### config.mk
export PLATFORM = sky130hd
export DESIGN_NAME = iq_fs4_correlator
export DESIGN_NICKNAME = d
export VERILOG_FILES = /design/src/rtl/dsp_pkg.sv /design/src/rtl/iq_phase_accum.sv /design/src/rtl/iq_fs4_correlator.sv
export SDC_FILE = /design/constraint.sdc
export NUM_CORES = 1
export LEC_CHECK = 0
export ABC_AREA = 1
export CAP_MARGIN = 30
export CORE_MARGIN = 2
export CORE_UTILIZATION = 53
export CTS_BUF_LIST = sky130_fd_sc_hd__clkbuf_4
export CTS_CLUSTER_SIZE = 24
export DETAILED_ROUTE_END_ITERATION = 8
export PLACE_DENSITY = 0.8
export SETUP_SLACK_MARGIN = 0.15
export SYNTH_ARGS = -nofsm -noshare
export SYNTH_HDL_FRONTEND = slang
export SYNTH_SLANG_ARGS = --single-unit
### constraint.sdc
create_clock -name clk -period 2.9 [get_ports clk]
set_input_delay 0.58 -clock clk [delete_from_list [all_inputs] [get_ports clk]]
set_output_delay 0.58 -clock clk [all_outputs]
set_load 0.05 [all_outputs]
### src/rtl/dsp_pkg.sv
// dsp_pkg: shared constants and encodings for the fs/4 I/Q correlator.
//   ADC_WIDTH  - bits per ADC sample
//   MAX_POINTS - maximum samples per sweep (power of two)
//   ADDR_W     - capture RAM address width
//   ACC_W      - signed accumulator width
//   state_e    - correlator FSM state encoding
//   phase_e    - fs/4 LO phase encoding (k mod 4)
package dsp_pkg;

  localparam int ADC_WIDTH  = 12;
  localparam int MAX_POINTS = 4096;
  localparam int ADDR_W     = $clog2(MAX_POINTS);
  localparam int ACC_W      = ADC_WIDTH + ADDR_W;

  typedef enum logic [1:0] {
    ST_IDLE  = 2'd0,
    ST_READ  = 2'd1,
    ST_DRAIN = 2'd2,
    ST_DONE  = 2'd3
  } state_e;

  // LO at fs/4: cos = +1,0,-1,0 and -sin = 0,-1,0,+1 over P0..P3.
  typedef enum logic [1:0] {
    P0 = 2'd0,
    P1 = 2'd1,
    P2 = 2'd2,
    P3 = 2'd3
  } phase_e;

endpackage

### src/rtl/iq_phase_accum.sv
// iq_phase_accum: one I/Q accumulator pair mixing a sample with the fs/4 LO.
//   clk, rst   - clock, synchronous active-high reset
//   clear      - zero both sums (sweep start)
//   en         - accumulate sample this cycle
//   phase      - LO phase of this sample
//   sample     - sign-extended two's-complement sample
//   i_sum      - in-phase sum
//   q_sum      - quadrature sum
// The LO only takes values +1/0/-1, so each sample is added to, subtracted
// from, or ignored by each sum.
module iq_phase_accum
  import dsp_pkg::*;
(
  input  logic                    clk,
  input  logic                    rst,
  input  logic                    clear,
  input  logic                    en,
  input  phase_e                  phase,
  input  logic signed [ACC_W-1:0] sample,
  output logic signed [ACC_W-1:0] i_sum,
  output logic signed [ACC_W-1:0] q_sum
);

  logic signed [ACC_W-1:0] i_q, i_d;
  logic signed [ACC_W-1:0] q_q, q_d;

  always_comb begin
    i_d = i_q;
    q_d = q_q;
    if (clear) begin
      i_d = '0;
      q_d = '0;
    end else if (en) begin
      case (phase)
        P0:      i_d = i_q + sample;
        P1:      q_d = q_q - sample;
        P2:      i_d = i_q - sample;
        default: q_d = q_q + sample;
      endcase
    end
  end

  always_ff @(posedge clk) begin
    if (rst) begin
      i_q <= '0;
      q_q <= '0;
    end else begin
      i_q <= i_d;
      q_q <= q_d;
    end
  end

  assign i_sum = i_q;
  assign q_sum = q_q;

endmodule

### src/rtl/iq_fs4_correlator.sv
// iq_fs4_correlator: sweeps the capture RAM and correlates channels A and B
// against a quadrature LO at fs/4, producing I/Q sums for each channel.
//   clk, rst      - clock, synchronous active-high reset
//   start         - one-cycle request, accepted only in IDLE
//   num_points    - samples to process; 0 or >MAX_POINTS means MAX_POINTS
//   busy          - high from the cycle after acceptance through DONE
//   done          - one-cycle pulse when results are final
//   result_valid  - sticky, set with done, cleared on accept or rst
//   rd_en/rd_addr - RAM read port request
//   rd_data       - {a, b}, registered RAM, one cycle after rd_en
//   i_a,q_a,i_b,q_b - signed correlation sums
//   dbg_state     - current FSM state
// Build option: define IQCORR_OFFSET_BINARY_EN when the ADC words are offset
// binary (MSB is inverted to get two's complement); otherwise the words are
// used directly as two's complement.
//
// Handshake: start is a single-cycle request with no ready; it is honoured
// only while busy=0 and ignored otherwise. done is a single-cycle completion
// pulse; results stay stable until the next accepted start.
module iq_fs4_correlator
  import dsp_pkg::*;
(
  input  logic                      clk,
  input  logic                      rst,
  input  logic                      start,
  input  logic [ADDR_W:0]           num_points,
  output logic                      busy,
  output logic                      done,
  output logic                      result_valid,
  output logic                      rd_en,
  output logic [ADDR_W-1:0]         rd_addr,
  input  logic [2*ADC_WIDTH-1:0]    rd_data,
  output logic signed [ACC_W-1:0]   i_a,
  output logic signed [ACC_W-1:0]   q_a,
  output logic signed [ACC_W-1:0]   i_b,
  output logic signed [ACC_W-1:0]   q_b,
  output logic [1:0]                dbg_state
);

  state_e              state_q, state_d;
  logic [ADDR_W-1:0]   addr_q, addr_d;
  logic [ADDR_W-1:0]   last_q, last_d;
  logic                vld_q, vld_d;
  phase_e              ph_q, ph_d;
  logic                rv_q, rv_d;
  logic                clear;
  logic [ADDR_W:0]     np_m1;
  logic [ADDR_W-1:0]   last_req;

  // Index of the final sample; out-of-range requests clamp to a full sweep.
  always_comb begin
    np_m1 = num_points - (ADDR_W + 1)'(1);
    if ((num_points == '0) || (num_points > (ADDR_W + 1)'(MAX_POINTS))) begin
      last_req = ADDR_W'(MAX_POINTS - 1);
    end else begin
      last_req = np_m1[ADDR_W-1:0];
    end
  end

  always_comb begin
    state_d = state_q;
    addr_d  = addr_q;
    last_d  = last_q;
    vld_d   = 1'b0;
    ph_d    = ph_q;
    rv_d    = rv_q;
    clear   = 1'b0;
    case (state_q)
      ST_IDLE: begin
        if (start) begin
          last_d  = last_req;
          addr_d  = '0;
          clear   = 1'b1;
          rv_d    = 1'b0;
          state_d = ST_READ;
        end
      end
      ST_READ: begin
        // The phase travels one cycle behind the address to meet the
        // matching RAM word.
        vld_d = 1'b1;
        ph_d  = phase_e'(addr_q[1:0]);
        if (addr_q == last_q) begin
          addr_d  = '0;
          state_d = ST_DRAIN;
        end else begin
          addr_d = addr_q + ADDR_W'(1);
        end
      end
      ST_DRAIN: begin
        rv_d    = 1'b1;
        state_d = ST_DONE;
      end
      default: begin
        state_d = ST_IDLE;
      end
    endcase
  end

  always_ff @(posedge clk) begin
    if (rst) begin
      state_q <= ST_IDLE;
      addr_q  <= '0;
      last_q  <= '0;
      vld_q   <= 1'b0;
      ph_q    <= P0;
      rv_q    <= 1'b0;
    end else begin
      state_q <= state_d;
      addr_q  <= addr_d;
      last_q  <= last_d;
      vld_q   <= vld_d;
      ph_q    <= ph_d;
      rv_q    <= rv_d;
    end
  end

  // Sample conversion to sign-extended two's complement.
  logic [ADC_WIDTH-1:0]    a_raw, b_raw, a_tc, b_tc;
  logic signed [ACC_W-1:0] a_ext, b_ext;

  always_comb begin
    a_raw = rd_data[2*ADC_WIDTH-1:ADC_WIDTH];
    b_raw = rd_data[ADC_WIDTH-1:0];
`ifdef IQCORR_OFFSET_BINARY_EN
    a_tc = {~a_raw[ADC_WIDTH-1], a_raw[ADC_WIDTH-2:0]};
    b_tc = {~b_raw[ADC_WIDTH-1], b_raw[ADC_WIDTH-2:0]};
`else
    a_tc = a_raw;
    b_tc = b_raw;
`endif
    a_ext = {{ADDR_W{a_tc[ADC_WIDTH-1]}}, a_tc};
    b_ext = {{ADDR_W{b_tc[ADC_WIDTH-1]}}, b_tc};
  end

  iq_phase_accum u_acc_a (
    .clk    (clk),
    .rst    (rst),
    .clear  (clear),
    .en     (vld_q),
    .phase  (ph_q),
    .sample (a_ext),
    .i_sum  (i_a),
    .q_sum  (q_a)
  );

  iq_phase_accum u_acc_b (
    .clk    (clk),
    .rst    (rst),
    .clear  (clear),
    .en     (vld_q),
    .phase  (ph_q),
    .sample (b_ext),
    .i_sum  (i_b),
    .q_sum  (q_b)
  );

  assign busy         = (state_q != ST_IDLE);
  assign done         = (state_q == ST_DONE);
  assign result_valid = rv_q;
  assign rd_en        = (state_q == ST_READ);
  assign rd_addr      = addr_q;
  assign dbg_state    = state_q;

endmodule

== Word-level counts from Yosys, hierarchy flattened ==
Cells that the tools add are included.
W data, S select, Z words.

* Shift-type cells: 0
* Muxes and demuxes: 16
* Reductions and logical operators: 16
* Bitwise logic cells: 1
* Add/sub/neg operators: 10
* Divide/modulo/power cells: 0
* Equal/unequal tests: 8
* Order comparisons: 1
* Multiply operators: 0

{| class="wikitable"
|+ Operators by type and width
! kind !! count
|-
| $pmux W24 S2 || 4
|-
| $add A24 B12 Y24 || 4
|-
| $sub A24 B12 Y24 || 4
|-
| $mux W12 || 3
|-
| $pmux W12 S2 || 1
|-
| $gt A13 B13 Y1 const B || 1
|-
| $logic_not A13 Y1 || 1
|-
| $add A12 B1 Y12 const B || 1
|-
| $eq A12 B12 Y1 || 1
|-
| $reduce_and A2 Y1 || 6
|-
| $sub A12 B1 Y12 const B || 1
|-
| $reduce_bool A2 Y1 || 4
|-
| $eq A2 B2 Y1 const B || 3
|-
| $pmux W2 S3 || 1
|-
| $eq A2 B1 Y1 const B || 2
|-
| $logic_not A2 Y1 || 2
|-
| $mux W1 || 4
|-
| $mux W2 || 2
|-
| $reduce_or A2 Y1 || 2
|-
| $ne A2 B1 Y1 const B || 1
|-
| $ne A2 B2 Y1 const B || 1
|-
| $pmux W1 S2 || 1
|-
| $logic_or A1 B1 Y1 || 1
|-
| $not A1 Y1 || 1
|}

* Bits of input ports: 40
* Register bits after elaboration: 126
* Memory bits (read-only): 0
* Latch bits: 0
* Output and inout bits: 114
* Memories: 0
* Bits in writable memories: 0
* Word-level logic and storage cells: 62

== Logic depth before layout (Yosys ltp) ==
Gate-level depths: netlist (run 1).

* Depth after elaboration: 4
* Mapped depth: 22
* Mapped depth without buffers: 22

== Modules after synthesis ==
A second synthesis (run 1) with hierarchy kept.

* Cell total of the unflattened synthesis: 2085
* Area, all modules: 12677.2 um^2

{| class="wikitable"
|+ By module, submodules not included
! module !! cells an instance !! seq. area each (um^2) !! instances !! area an instance (um^2)
|-
| iq_phase_accum (u_acc_a) || 919 || 960.9 || 1 || 5500.3
|-
| iq_phase_accum (u_acc_b) || 915 || 960.9 || 1 || 5446.5
|-
| iq_fs4_correlator || 251 || 600.6 || 1 || 1730.4
|}

== Worst setup path before layout (run 1) ==
No wires, ideal clock.

* Path kind: input -> register
* Start: input port rd_data[0]
* End: register u_acc_b.i_q[21] (netlist: u_acc_b.i_sum[21])
* Arrival time: 2.795 ns
* Data required time: 2.787 ns
* Path slack: -0.008 ns
* Path buffers: 0
* Stages: 18
* Setup time: 0.113 ns
* Cells stage by stage: inv_1 ha_1 nand2_2 nor3_2 nor3b_4 a31oi_2 o21ai_0 ha_1 nand2_1 inv_1 a21oi_1 o21ai_0 nand2_1 nand3_1 nand2_1 nand2_1 o21ai_1 inv_1

* Word-level cells in the longest chain between the ends: 2
* Elaborated cells on any way between the ends: 3
* Those cells by class: add/sub (2); mux (1)

{| class="wikitable"
|+ RTL lines
! item !! RTL line !! source
|-
| start: declaration || iq_fs4_correlator.sv:32 || <nowiki>input logic [2*ADC_WIDTH-1:0] rd_data,</nowiki>
|-
| $sub A24 B12 Y24 / $add A24 B12 Y24 (equally long branches) || iq_phase_accum.sv:37, iq_phase_accum.sv:35 ||
|-
| $pmux W24 S2 * || iq_phase_accum.sv:34 || <nowiki>case (phase)</nowiki>
|-
| end signal: assignment || iq_phase_accum.sv:48 || <nowiki>i_q <= i_d;</nowiki>
|-
| end: declaration || iq_phase_accum.sv:24 || <nowiki>logic signed [ACC_W-1:0] i_q, i_d;</nowiki>
|}

Mark *: on every way between the ends. The rest lies on a longest branch, timed or not.
A chain may end at the register's enable or synchronous reset.

== Worst setup path after layout (run 1) ==
* Start: input port rd_data[13]
* End: register u_acc_a.i_q[21] (netlist: u_acc_a.i_sum[21])

* Word-level cells in the longest chain between the ends: 2
* Elaborated cells on any way between the ends: 3
* Those cells by class: add/sub (2); mux (1)

{| class="wikitable"
|+ RTL lines
! item !! RTL line
|-
| $sub A24 B12 Y24 / $add A24 B12 Y24 (equally long branches) || iq_phase_accum.sv:37, iq_phase_accum.sv:35
|-
| $pmux W24 S2 * || iq_phase_accum.sv:34
|-
| end signal: assignment || iq_phase_accum.sv:48
|-
| end: declaration || iq_phase_accum.sv:24
|}

Marked as above.

==> impl_metrics.json, run 1 <==
{
  "power.static_leakage_uw": 0.00936,
  "initial_utilization_pct": 54.1,
  "die-area_mm2": 0.0244,
  "proportion_of_layout_cells_with_a_drive_suffix_above_1_pct": 25.1,
  "count_of_pins_over_their_slew_limit": 0,
  "synth-edff-count": 0,
  "worst-path-buf-inv": 7,
  "largest_family_of_logic_cells_by_synthesized_area": "simple AND/OR/NAND/NOR gates",
  "clkLatencyLatePin_ps": 620,
  "core-area_mm2": 0.0227,
  "synth_top_cells_by_area": "dfxtp_1 (21%), nand2_1 (16%), ha_1 (10%)",
  "seqCellArea_mm2": 0.00252,
  "synth_adder_area_share_pct": 11.1,
  "dp_hpwl_um": 31000,
  "largest_stage_delay_worst_path_ps": 250,
  "postSynthCellCount": 2045,
  "crit_slowest_cell": "nor3b_4",
  "global_route.overflow_total": 0,
  "die_height_um": 156,
  "grt_pass1_vias": 13800,
  "num_io_pins": 154,
  "layout_min_cycle_time_ps": 2880,
  "synth_area_in_compound_gates_pct": 15.5,
  "maxClockFrequency_mhz": 347,
  "ys.warnings.count": 0,
  "critical_path.cell_chain": "buf_6, buf_8, inv_16, ha_4, nand2_4, nor3_4, nor3b_4, buf_6, buf_12, a31oi_4, o21ai_2, ha_4, nand2_1, inv_1, nand3_1, nor2_1, nand4_1, nand3_2, nor2_1, o21ai_1, inv_1",
  "p_comb_share_pct": 70.0,
  "detail-route-antenna-nets": 0,
  "tritoncts": "built",
  "synth_top_area_share_pct": 20.5,
  "synth_xor_area_share_pct": 6.27,
  "place.gp.congestion": 0.966,
  "run_status": "finished, final reports clean",
  "via_count": 15500,
  "synth_cell_type_count": 50,
  "finalSetupViolations": 0,
  "p_clk_share_pct": 11.4,
  "synth_top_area_cell": "dfxtp_1",
  "port_buffers": 153,
  "grt_setup_unrepaired": "true",
  "intPower_uw": 5840,
  "antenna_violations_before_repair": 1,
  "area.growth.synth_to_final_pct": 44.7,
  "synth.yosys.seq_area_share_pct": 20.5,
  "worst_slew_pin_slew_ps": 732,
  "std_cell_rows": 55,
  "drt_first_pass_iters": 7,
  "power.net_switching_uw": 6020,
  "layout_worst_path_cycle_share_pct": 99.4,
  "seqPwrFrac_pct": 18.6,
  "synth_seq_cells": 126,
  "fillers": 1711,
  "post_drt_via_cell_ratio": 5.60,
  "synth.most_common_cell": "nand2_1",
  "synthMuxAreaShare_pct": 0,
  "class_of_the_most_critical_hold_timing_path": "input port to flop",
  "crit_path_max_fanout": 5,
  "die-width_um": 156,
  "cts_sinks": 126,
  "fin_worst_skew_ps": 39.8,
  "setup-tns-final_ps": 0,
  "clock_buffer_count_from_cts": 17,
  "final_hold_viol_count": 0,
  "timing.max_slew.rel_slack_pct": 51.1,
  "post_route_drc": 0,
  "h-tree-depth": 4,
  "grt_start_max_net_pins": 75,
  "top_reg_cell_synth": "dfxtp_1",
  "power.total_uw": 11900,
  "routed_wire_length_per_instance_um": 16.5,
  "multiInputGateArea_mm2": 0.00950,
  "ir_worst_vdd_mv": 0.645,
  "drt-total-wl_um": 45900,
  "finalNetCount": 2624,
  "synth_simple_gate_area_share_pct": 35.6,
  "syn_area_per_cell_um2": 6.01,
  "nature_of_the_critical_path_startpoint": "input port",
  "power_switching_share_pct": 50.8,
  "clock-root-buffer": "clkbuf_4",
  "cp_top_family": "simple AND/OR/NAND/NOR gates",
  "global_route.usage.total_pct": 33.3,
  "post_synth_instance_area_mm2": 0.0123,
  "finish.instance_area_mm2": 0.0178,
  "cp.arrival_ps": 3430,
  "syn-num-nets": 2192,
  "postPlaceCellArea_mm2": 0.0160,
  "max_cap_viol_count": 0,
  "critPathCaptureType": "flop",
  "synth_common_cells": "nand2_1 (512), nor2_1 (305), inv_1 (289)",
  "synthArstFlopShare_pct": 0,
  "timing.setup.critical_path_class": "input port to flop",
  "initialDrtViolationCount": 1571,
  "timing.critical_path.required_ps": 3450,
  "cts_max_path_buffers": 2,
  "clkTransAtPathRegs_ps": 180,
  "grt_pass1_wl_um": 66000,
  "p_per_area_mw_per_mm2": 666
}
## path summary, 6_finish.rpt
path / from / cells past startpoint / slack [ps] / end
worst min-delay path: rd_data[12] / 4 / 470 / u_acc_a.q_sum[0]$_SDFFE_PP0P_
worst max-delay path: rd_data[13] / 21 / 20 / u_acc_a.i_sum[21]$_SDFFE_PP0P_
worst max register to register: ph_q[1]$_SDFFE_PP0P_ / 17 / 130 / u_acc_a.i_sum[14]$_SDFFE_PP0P_
worst min register to register: ph_q[1]$_SDFFE_PP0P_ / 2 / 520 / ph_q[1]$_SDFFE_PP0P_
## power groups by stage
stage	combinational [uW]	clock, uW	sequential [uW]
2_1_floorplan	3720	0	2690
3_3_place_gp	6750	0	2210
3_5_place_dp	6890	0	2220
4_1_cts	7110	1360	2180
5_1_grt	8920	1420	2220
6_report	8300	1350	2200
## worst register-to-register path, stage by stage (launching register included)
cell and delay, ps:
dfxtp_2 380, inv_2 60, nor2_4 150, clkinv_4 110, buf_6 160, nand2_1 80
o21ai_0 100, ha_1 430, nand2_2 150, inv_1 100, nand2_1 120, buf_4 160
nor2_1 160, nand2_1 120, a21oi_1 230, nor2_1 60, a21o_1 160, inv_1 40
## cells by family (layout without fill, tap and decap cells)
kind of cell | count (synthesis) | count (layout)
and+or+nand+nor | 1038 | 1038
AOI/OAI and AO/OA | 343 | 345
buffers and inverters | 343 | 786
DFF | 126 | 126
adders and majority gates | 107 | 107
xor gates and xnor gates | 88 | 88
other | 0 | 1
## cell type report
cell class | instances | share of cell area (%)
Antenna cell | 1 | 0.0141
Clock buffer | 17 | 0.717
Clock inverter | 15 | 0.914
Inverter | 295 | 6.53
Multi-Input combinational cell | 1578 | 53.4
Sequential cell | 126 | 14.2
Tap cell | 285 | 2.00
Timing Repair Buffer | 459 | 22.3
## state kept, by name, indices dropped and copies added, names as in the netlist
name	flops
u_acc_a.i_sum	24
u_acc_a.q_sum	24
u_acc_b.i_sum	24
u_acc_b.q_sum	24
last_q	12
rd_addr	12
dbg_state	2
ph_q	2
result_valid	1
vld_q	1
## routing by layer
metal / global-route usage [%] / vias up / part of all wire [%]
met5: 0 / - / 0
met4: 8.87 / 0 / 4.9
met3: 6.04 / 216 / 8.1
met2: 59.9 / 835 / 47
met1: 40.7 / 7065 / 40
li1: - / 7427 / -
## stage by stage
stage | setup slack, ps | hold WS [ps] | utilization (%) | cells
global placement | -777 | 474 | 70.3 | 2679
finish | 18.1 | 466 | 78.4 | 2776
floorplan | 102 | 486 | - | 2045
detailed placement | -850 | 482 | 70.3 | 2679
global route | -56.6 | 478 | 78.4 | 2776
CTS | 144 | 522 | 73.3 | 2730
## layout by cell type, fill, tap and decap left out, types with 12 or more instances in the layout
cell and n:
a21oi_2 37, nand2_1 446, nand4_1 23, xnor2_1 25
ha_4 19, inv_1 277, xor2_1 58, clkdlybuf4s50_1 130
ha_1 82, nor2_4 14, nand3_2 15, o21bai_1 15
dfxtp_1 124, o21ai_0 96, nor2_1 282, nand2_4 12
nand2_2 71, a21oi_1 84, o21ai_2 21, nor2_2 21
inv_2 13, clkbuf_4 17, o21ai_1 43, nand3_1 110
a21o_1 14, buf_4 287
## what timing repair did
| action | 4_1_cts | 5_1_grt |
|---|---|---|
| gates cloned | 2 | 0 |
| hold buffers | 0 | 0 |
| setup endpoints to repair | 73 | 70 |
| buffers inserted | 17 | 45 |
| pin swaps | 46 | 127 |
| gates resized for setup | 79 | 256 |
No activity file was read; power rests on OpenSTA's default activity.
==> run 2, diff against run 1 <==
--- a/config.mk
+++ b/config.mk
@@ -7,13 +7,14 @@
 export LEC_CHECK = 0
 export ABC_AREA = 1
 export CAP_MARGIN = 30
-export CORE_MARGIN = 2
+export CORE_MARGIN = 5
 export CORE_UTILIZATION = 53
 export CTS_BUF_LIST = sky130_fd_sc_hd__clkbuf_4
 export CTS_CLUSTER_SIZE = 24
 export DETAILED_ROUTE_END_ITERATION = 8
 export PLACE_DENSITY = 0.8
 export SETUP_SLACK_MARGIN = 0.15
+export SLEW_MARGIN = 20
 export SYNTH_ARGS = -nofsm -noshare
 export SYNTH_HDL_FRONTEND = slang
 export SYNTH_SLANG_ARGS = --single-unit
==> run 2 against run 1 <==
  * Power increased by 2.6%
  * Non-clock buffer count fell by 8
  * Clock skew shrank 13 ps
  * Routed wire length grew 0.68%
  * Combinational power rose by 1%
  * Sequential power hardly changed
  * Count of clock-buffer cells in the layout unchanged
  * Fmax grew 0.93%
  * Global-route usage down 2.1 points
  * Clock power increased by 13%
  * Critical path depth grew 1
  * Sequential cell count unchanged
  * Critical path type unchanged
==> impl_metrics.json, run 2 (synthesized netlist as in run 1, its figures left out) <==
{
  "power.static_leakage_uw": 0.00942,
  "die-width_um": 162,
  "drt-total-wl_um": 46200,
  "p_per_area_mw_per_mm2": 667,
  "timing.max_slew.rel_slack_pct": 58.8,
  "cp.arrival_ps": 3420,
  "worst-path-buf-inv": 7,
  "nature_of_the_critical_path_startpoint": "input port",
  "num_io_pins": 154,
  "dp_hpwl_um": 31500,
  "detail-route-antenna-nets": 0,
  "via_count": 15700,
  "h-tree-depth": 4,
  "cts_sinks": 126,
  "clkLatencyLatePin_ps": 610,
  "place.gp.congestion": 0.976,
  "die_height_um": 162,
  "seqCellArea_mm2": 0.00252,
  "crit_path_max_fanout": 4,
  "antenna_cell_count": 0,
  "critPathCaptureType": "flop",
  "grt_start_max_net_pins": 47,
  "routed_wire_length_per_instance_um": 16.7,
  "r2r.worst_path.cells": 18,
  "die-area_mm2": 0.0263,
  "layout_min_cycle_time_ps": 2860,
  "cp_top_family": "simple AND/OR/NAND/NOR gates",
  "antenna_violations_before_repair": 1,
  "r2r-end": "u_acc_a.q_sum[22]$_SDFFE_PP0P_",
  "power.total_uw": 12200,
  "timing.critical_path.required_ps": 3470,
  "power_switching_share_pct": 49.9,
  "port_buffers": 153,
  "fillers": 1523,
  "initialDrtViolationCount": 1539,
  "fin_worst_skew_ps": 27.2,
  "p_comb_share_pct": 69.2,
  "area.growth.synth_to_final_pct": 48.3,
  "layout_setup_ws_ps": 44.7,
  "final_hold_viol_count": 0,
  "post_cts_hold_buffer_count": 0,
  "final_util_pct": 80.3,
  "count_of_pins_over_their_slew_limit": 0,
  "largest_stage_delay_worst_path_ps": 330,
  "global_route.usage.total_pct": 31.2,
  "maxClockFrequency_mhz": 350,
  "layout_common_cells": "nand2_1 (414), inv_1 (278), buf_4 (275)",
  "class_of_the_most_critical_hold_timing_path": "input port to flop",
  "power.net_switching_uw": 6080,
  "crit_slowest_cell": "nor3b_4",
  "end_point_of_the_worst_hold_path": "u_acc_a.i_sum[0]$_SDFFE_PP0P_",
  "clock_buffer_count_from_cts": 17,
  "clkTransAtPathRegs_ps": 150,
  "max_cap_viol_count": 0,
  "finalNetCount": 2616,
  "post_route_drc": 0,
  "launch_point_of_the_worst_hold_path": "rd_data[12]",
  "grt_pass1_wl_um": 68600,
  "post_drt_via_cell_ratio": 5.67,
  "timing.setup.critical_path_class": "input port to flop",
  "grt_pass1_vias": 14600,
  "run_status": "finished, final reports clean",
  "proportion_of_layout_cells_with_a_drive_suffix_above_1_pct": 27.9,
  "pre_cts_slack_ps": -916,
  "crit_start": "rd_data[13]",
  "initial_utilization_pct": 54.1,
  "layout_worst_path_cycle_share_pct": 98.5,
  "finalSetupViolations": 0,
  "intPower_uw": 6090,
  "ir_worst_vdd_mv": 0.612,
  "tritoncts": "built",
  "layout_commonest_cell": "nand2_1",
  "critical_path.cell_chain": "buf_6, buf_8, inv_16, ha_4, nand2_4, nor3_4, nor3b_4, buf_4, xor2_2, nand2_1, o21ai_2, ha_4, nand2_4, inv_1, nand2_2, buf_4, nor2_1, nand2_1, a21oi_1, nor2_1, a21o_1, inv_1",
  "std_cell_rows": 55,
  "multiInputGateArea_mm2": 0.00994,
  "reg2reg_slack_ps": 140,
  "p_clk_share_pct": 12.5,
  "grt_setup_unrepaired": "true",
  "reg2reg_start": "ph_q[0]$_SDFFE_PP0P_",
  "core-area_mm2": 0.0227,
  "whs_path_cells": 4,
  "seqPwrFrac_pct": 18.2,
  "global_route.overflow_total": 0,
  "hold-worst-slack_ps": 478,
  "drt_first_pass_iters": 5,
  "clock-root-buffer": "clkbuf_4",
  "cts_max_path_buffers": 2,
  "worst_slew_pin_slew_ps": 615
}
run 2: cell count changes in the layout (fill, tap and decap cells not counted), moves of 12 or more:
cell     previous run  this run
buf_4             287       275
nor2_1            282       258
nand2_2            71        94
nor2_2             21        43
nand2_1           446       414
ha_1               82        69
run 2: worst register-to-register path, delay by kind of cell, from the launching register on:
family / cells / cell delay, ps
adder cells (fa/ha/maj): 1 / 400
AND/OR/NAND/NOR: 10 / 1010
buffers and inverters: 7 / 910
flip-flops: 1 / 370
run 2: power by group through the flow:
stage / clock network, uW / registers, uW / logic (uW)
2_1_floorplan: 0 / 2690 / 3720
3_3_place_gp: 0 / 2210 / 6670
3_5_place_dp: 0 / 2220 / 6820
4_1_cts: 1520 / 2180 / 7280
5_1_grt: 1600 / 2240 / 9060
6_report: 1530 / 2220 / 8420
run 2: stage by stage:
stage | instance area, um2 | instances | TNS [ps]
floorplan | 12400 | 2045 | 0
global placement | 15900 | 2674 | -50910
detailed placement | 15900 | 2674 | -54700
CTS | 17000 | 2742 | 0
global route | 18200 | 2767 | -207
finish | 18200 | 2767 | 0
run 2: cell type report:
type | instances | share of cell area [%]
Multi-Input combinational cell | 1578 | 54.5
Timing Repair Buffer | 451 | 21.5
Tap cell | 285 | 1.96
Sequential cell | 126 | 13.8
Inverter | 295 | 6.40
Clock buffer | 17 | 0.700
Clock inverter | 15 | 1.10
run 2: per-layer routing:
layer  routed length [um]  global-route usage [%]
met2                22000                    53.8
met1                17900                    38.6
met4                 2210                    11.2
met3                 4060                    6.19
met5                    7                       0
run 2: timing repair:
action,in CTS,in global routing
endpoints found under the setup margin,73,73
gates resized for setup,149,291
pin swaps,90,151
buffers inserted,34,25
endpoints found under the hold margin,0,0
cloned,2,0
run 2: worst max path at each step:
| stage | to | depth (start not counted) |
|---|---|---|
| 2_1_floorplan | u_acc_a.q_sum[13]$_SDFFE_PP0P_ | 18 |
| 3_3_place_gp | u_acc_a.q_sum[21]$_SDFFE_PP0P_ | 19 |
| 3_5_place_dp | u_acc_a.q_sum[21]$_SDFFE_PP0P_ | 19 |
| 4_1_cts | u_acc_a.q_sum[23]$_SDFFE_PP0P_ | 22 |
| 5_1_grt | u_acc_a.i_sum[14]$_SDFFE_PP0P_ | 22 |
| 6_report | u_acc_a.i_sum[14]$_SDFFE_PP0P_ | 22 |
==> run 3, diff against run 2 <==
--- a/config.mk
+++ b/config.mk
@@ -8,11 +8,11 @@
 export ABC_AREA = 1
 export CAP_MARGIN = 30
 export CORE_MARGIN = 5
-export CORE_UTILIZATION = 53
+export CORE_UTILIZATION = 45
 export CTS_BUF_LIST = sky130_fd_sc_hd__clkbuf_4
 export CTS_CLUSTER_SIZE = 24
 export DETAILED_ROUTE_END_ITERATION = 8
-export PLACE_DENSITY = 0.8
+export PLACE_DENSITY = 0.69
 export SETUP_SLACK_MARGIN = 0.15
 export SLEW_MARGIN = 20
 export SYNTH_ARGS = -nofsm -noshare
==> run 3 against run 2 <==
  * Design area decreased by 1.3%
  * Sequential power about the same
  * Sequential share of layout area grew 0.19 points
  * Largest power group unchanged
  * Largest cell class unchanged
  * Clock skew rose by 15 ps
  * Critical path depth down 5
  * Worst hold slack improved by 32 ps
==> impl_metrics.json, run 3 (synthesized netlist as in run 1, its figures left out) <==
{
  "timing.max_slew.rel_slack_pct": 53.7,
  "clkTransAtPathRegs_ps": 170,
  "maxClockFrequency_mhz": 367,
  "ir_worst_vdd_mv": 0.479,
  "p_comb_share_pct": 69.4,
  "finalSetupViolations": 0,
  "layout_common_cells": "nand2_1 (436), inv_1 (275), nor2_1 (275)",
  "power.net_switching_uw": 5870,
  "layout_commonest_cell": "nand2_1",
  "tritoncts": "built",
  "power.static_leakage_uw": 0.00925,
  "global_route.usage.total_pct": 26.0,
  "die_height_um": 175,
  "r2r.worst_path.cells": 16,
  "global_route.overflow_total": 0,
  "die-width_um": 175,
  "postPlaceCellArea_mm2": 0.0160,
  "fin_worst_skew_ps": 42.0,
  "p_per_area_mw_per_mm2": 647,
  "seqPwrFrac_pct": 18.9,
  "multiInputGateArea_mm2": 0.00972,
  "layout_worst_path_cycle_share_pct": 94.1,
  "class_of_the_most_critical_hold_timing_path": "flop to flop",
  "clkLatencyLatePin_ps": 590,
  "intPower_uw": 5770,
  "p_clk_share_pct": 11.7,
  "worst_slew_pin_slew_ps": 693,
  "timing.setup.critical_path_class": "input port to flop",
  "max_cap_viol_count": 0,
  "clock-root-buffer": "clkbuf_4",
  "proportion_of_layout_cells_with_a_drive_suffix_above_1_pct": 25.9,
  "antenna_violations_before_repair": 3,
  "die-area_mm2": 0.0307,
  "timing.critical_path.required_ps": 3400,
  "post_route_drc": 0,
  "cts_max_path_buffers": 2,
  "initialDrtViolationCount": 905,
  "num_io_pins": 154,
  "initial_utilization_pct": 45.6,
  "core-area_mm2": 0.0270,
  "grt_pass1_wl_um": 66400,
  "cts_sinks": 126,
  "whs_path_cells": 1,
  "power_switching_share_pct": 50.4,
  "post_drt_via_cell_ratio": 5.20,
  "detail-route-antenna-nets": 0,
  "area.growth.synth_to_final_pct": 46.4,
  "grt_start_max_net_pins": 57,
  "fillers": 2410,
  "drt-total-wl_um": 42900,
  "clock_buffer_count_from_cts": 17,
  "nature_of_the_critical_path_startpoint": "input port",
  "drt_first_pass_iters": 8,
  "count_of_pins_over_their_slew_limit": 0,
  "reg2reg_slack_ps": 280,
  "cp.arrival_ps": 3220,
  "via_count": 14600,
  "h-tree-depth": 4,
  "critPathCaptureType": "flop",
  "dp_hpwl_um": 31600,
  "crit_path_max_fanout": 4,
  "finalNetCount": 2609,
  "seqCellArea_mm2": 0.00252,
  "port_buffers": 153,
  "std_cell_rows": 60,
  "final_hold_viol_count": 0,
  "post_cts_hold_buffer_count": 0,
  "grt_pass1_vias": 13600,
  "place.gp.congestion": 0.935,
  "layout_min_cycle_time_ps": 2730,
  "setup-tns-final_ps": 0,
  "routed_wire_length_per_instance_um": 15.2,
  "finish.instance_area_mm2": 0.0180,
  "grt_setup_unrepaired": "true",
  "run_status": "finished, final reports clean"
}
-- run 3: final timing paths --
path / start / endpoint
setup / recovery: rd_data[8] / u_acc_b.q_sum[20]$_SDFFE_PP0P_
hold / removal: result_valid$_SDFFE_PP0P_ / result_valid$_SDFFE_PP0P_
setup reg to reg: ph_q[1]$_SDFFE_PP0P_ / u_acc_a.i_sum[20]$_SDFFE_PP0P_
hold reg to reg: result_valid$_SDFFE_PP0P_ / result_valid$_SDFFE_PP0P_
-- run 3: power by group through the flow --
stage | Clock (uW) | Sequential, uW | Combinational, uW
after global placement | 0 | 2220 | 6770
final | 1360 | 2200 | 8090
after floorplan | 0 | 2690 | 3720
after global routing | 1470 | 2230 | 8820
after CTS | 1400 | 2180 | 7140
after detailed placement | 0 | 2220 | 6860
-- run 3: cell type report --
cell class / instances / share of cell area [%]
clock inverters: 15 / 0.904
multi-input cells: 1578 / 54.0
clock buffers: 17 / 0.709
diodes: 1 / 0.0139
flip-flops and latches: 126 / 14.0
well taps: 341 / 2.37
inverters: 295 / 6.50
repair buffers: 444 / 21.4
-- run 3: what timing repair did --
action,in CTS,in global routing
endpoints found under the hold margin,0,0
endpoints found under the setup margin,78,68
setup buffers,24,24
gates resized for setup,111,260
gates cloned,2,0
pin swaps,72,108
-- run 3: stage by stage --
step	std cells	setup slack [ps]	hold slack, ps	util [%]	total power, uW
final	2817	172	510	66.8	11600
after CTS	2792	152	507	62.5	10700
after detailed placement	2734	-887	469	59.5	9080
after global placement	2734	-817	471	59.5	8980
after floorplan	2045	102	486	-	6410
after global routing	2817	67.9	491	66.8	12500
-- run 3: worst max-delay path: stages --
cell,delay (ps)
clkdlybuf4s50_1,460
nor2_4,170
nand4_1,160
nor2_1,130
nor2_1,80
o21ai_1,280
ha_1,340
nand2_1,170
inv_1,100
nand2_1,80
nand2_1,70
a21oi_1,190
nand3_2,130
nand2_1,70
nand2_1,40
o21bai_1,120
inv_1,50
-- run 3: per-layer routing --
| metal | vias up | global-route usage, % | part of all wire [%] |
|---|---|---|---|
| li1 | 7392 | - | - |
| met1 | 6760 | 34.1 | 44 |
| met2 | 423 | 43.7 | 48 |
| met3 | 58 | 5.49 | 6.4 |
| met4 | 4 | 6.81 | 2.1 |
| met5 | - | 0 | 0.054 |
==> variant (config.mk and constraints of run 2) <==
Add a define of `IQCORR_OFFSET_BINARY_EN`.
--- a/src/rtl/iq_fs4_correlator.sv
+++ b/src/rtl/iq_fs4_correlator.sv
@@ -19,2 +19,4 @@
 // pulse; results stay stable until the next accepted start.
+`define IQCORR_OFFSET_BINARY_EN
+
 module iq_fs4_correlator
Behaviour: not the same (Yosys sat finds a counterexample within 4 cycles, from zero or initial values and one cycle with rst high).
==> variant against run 2 <==
- wire length shrank 9.8%
- first-iteration DRC count shrank 31%
- die area shrank 1.7%
- count of clock-buffer cells in the layout is the same
- setup slack gained 0.17 ns
- sequential cell count is the same
- synthesized area shrank 1.8%
- sequential share of layout area grew 0.83 points
- register-to-register slack gained 0.08 ns
- synthesized cell count shrank 0.24%
- cell area shrank 5.6%
- power shrank 5.9%
- critical path type unchanged
- critical endpoint is now u_acc_b.i_sum[17]
==> variant: results (changes against run 2) <==
\begin{tabular}{lr}
\hline
Metric & Value \\
\hline
\multicolumn{2}{l}{\textbf{Setup path}} \\
Worst setup path startpoint & rd\_data[1] \\
Cell with the largest stage delay on the worst path & ha\_1 \\
Worst reg-to-reg setup slack & 0.22 ns (+0.08 ns) \\
Endpoint of the worst setup timing path & u\_acc\_b.i\_sum[17] \\
Critical path arrival & 3.20 ns (-0.22 ns) \\
Startpoint of the lowest-slack register-to-register path & ph\_q[1] \\
\multicolumn{2}{l}{\textbf{Cells and area}} \\
Fraction of final layout cells sized beyond drive strength 1 & 0.232 (-0.0474) \\
Number of sequential cells in the layout & 126 (unchanged) \\
Diodes inserted & 6 (+6) \\
Number of nets at the end of the flow & 2602 (-0.54\%) \\
Clock distribution area overhead in the final layout & 0.0182 (+0.000124) \\
Comb\_multi\_in & 1568 (-0.63\%) \\
Fillers & 1756 (+15\%) \\
Total of plain and repair buffers excluding clock buffers & 442 (-2.0\%) \\
\multicolumn{2}{l}{\textbf{Placed design}} \\
Worst setup slack after placement & -0.725 ns (+0.191 ns) \\
Last weighted congestion value of the routability-driven placer & 0.935 (-4.2\%) \\
\multicolumn{2}{l}{\textbf{Route}} \\
Number of vias per cell & 5.28 (-6.9\%) \\
Routed wire length per instance & 15.1 um (-9.5\%) \\
Iteration-0 DRC Markers & 1060 (-31\%) \\
\multicolumn{2}{l}{\textbf{Global route}} \\
Antenna violations before repair & 6 (+5) \\
Met3 Track Usage GR & 0.0670 (+0.00506) \\
Total routing resource utilization after global routing & 0.296 (-0.0161) \\
Maximum number of pins on one net before global-route repair & 77 (+64\%) \\
Wire length of the first global-routing pass & 63700 um (-7.2\%) \\
\multicolumn{2}{l}{\textbf{Pwr}} \\
Leakage & 9.10 nW (-3.4\%) \\
Comb pwr & 7.78 mW (-7.6\%) \\
Pint & 5.85 mW (-3.9\%) \\
Clock network power & 1.46 mW (-5\%) \\
\multicolumn{2}{l}{\textbf{Synthesis}} \\
Most frequent cells after synthesis & 529 x nand2\_1, 319 x nor2\_1, 289 x inv\_1, 158 x o21ai\_0, 126 x dfxtp\_1 \\
Number of unique standard cell types used by synthesis & 42 (-16\%) \\
Largest cells by area after synthesis & dfxtp\_1 21\%, nand2\_1 16\%, ha\_1 11\%, nor2\_1 9.9\%, inv\_1 9.0\% \\
Sequential area share after synthesis & 0.209 (+0.00378) \\
\multicolumn{2}{l}{\textbf{Timing}} \\
Final Hold Slack & 0.425 ns (-0.0534 ns) \\
Actual transition at the worst max-transition pin & 0.811 ns (+0.195 ns) \\
Achievable frequency & 372 MHz (+6.4\%) \\
Fin Clk Skew & 0.0337 ns (+0.00654 ns) \\
\multicolumn{2}{l}{\textbf{Outcome}} \\
Result of the run & completed \\
\multicolumn{2}{l}{\textbf{Clock network}} \\
Number of post-CTS setup repair buffers & 10 (-71\%) \\
Number of resized instances in the post-cts repair step & 56 (-62\%) \\
\multicolumn{2}{l}{\textbf{Min path}} \\
Hold endpoint & u\_acc\_a.q\_sum[0] \\
\hline
\end{tabular}
## variant: changes by cell type after synthesis, sizes merged, moves of 4 or more
cell,change
a21oi,-9
a31oi,+4
buf,+5
clkbuf,-5
nand2,+12
nand3,-8
nand4,-8
nor2,+11
o211ai,-5
xor2,-5
## variant: cells by family after synthesis
logic type	after synthesis	synth area share
xor gates and xnor gates	83	0.0602
buffers and inverters	346	0.110
adders and majority gates	107	0.113
and+or+nand+nor	1040	0.354
DFF	126	0.209
AOI/OAI and AO/OA	338	0.153
## variant: metrics by stage
step,total power [mW],cell area (um^2),std cells
6_report,11.4,17200,2759
5_1_grt,12.2,17200,2757
4_1_cts,10.6,16200,2723
3_5_place_dp,8.97,15700,2681
3_3_place_gp,8.84,15700,2681
2_1_floorplan,6.29,12100,2040
## variant: metal layers
metal	up-vias	part of all wire	routed length (um)
met3	100	0.070	2930
li1	7323	-	-
met2	523	0.47	19500
met4	0	0.032	1320
met5	-	0	0
met1	6634	0.43	17900
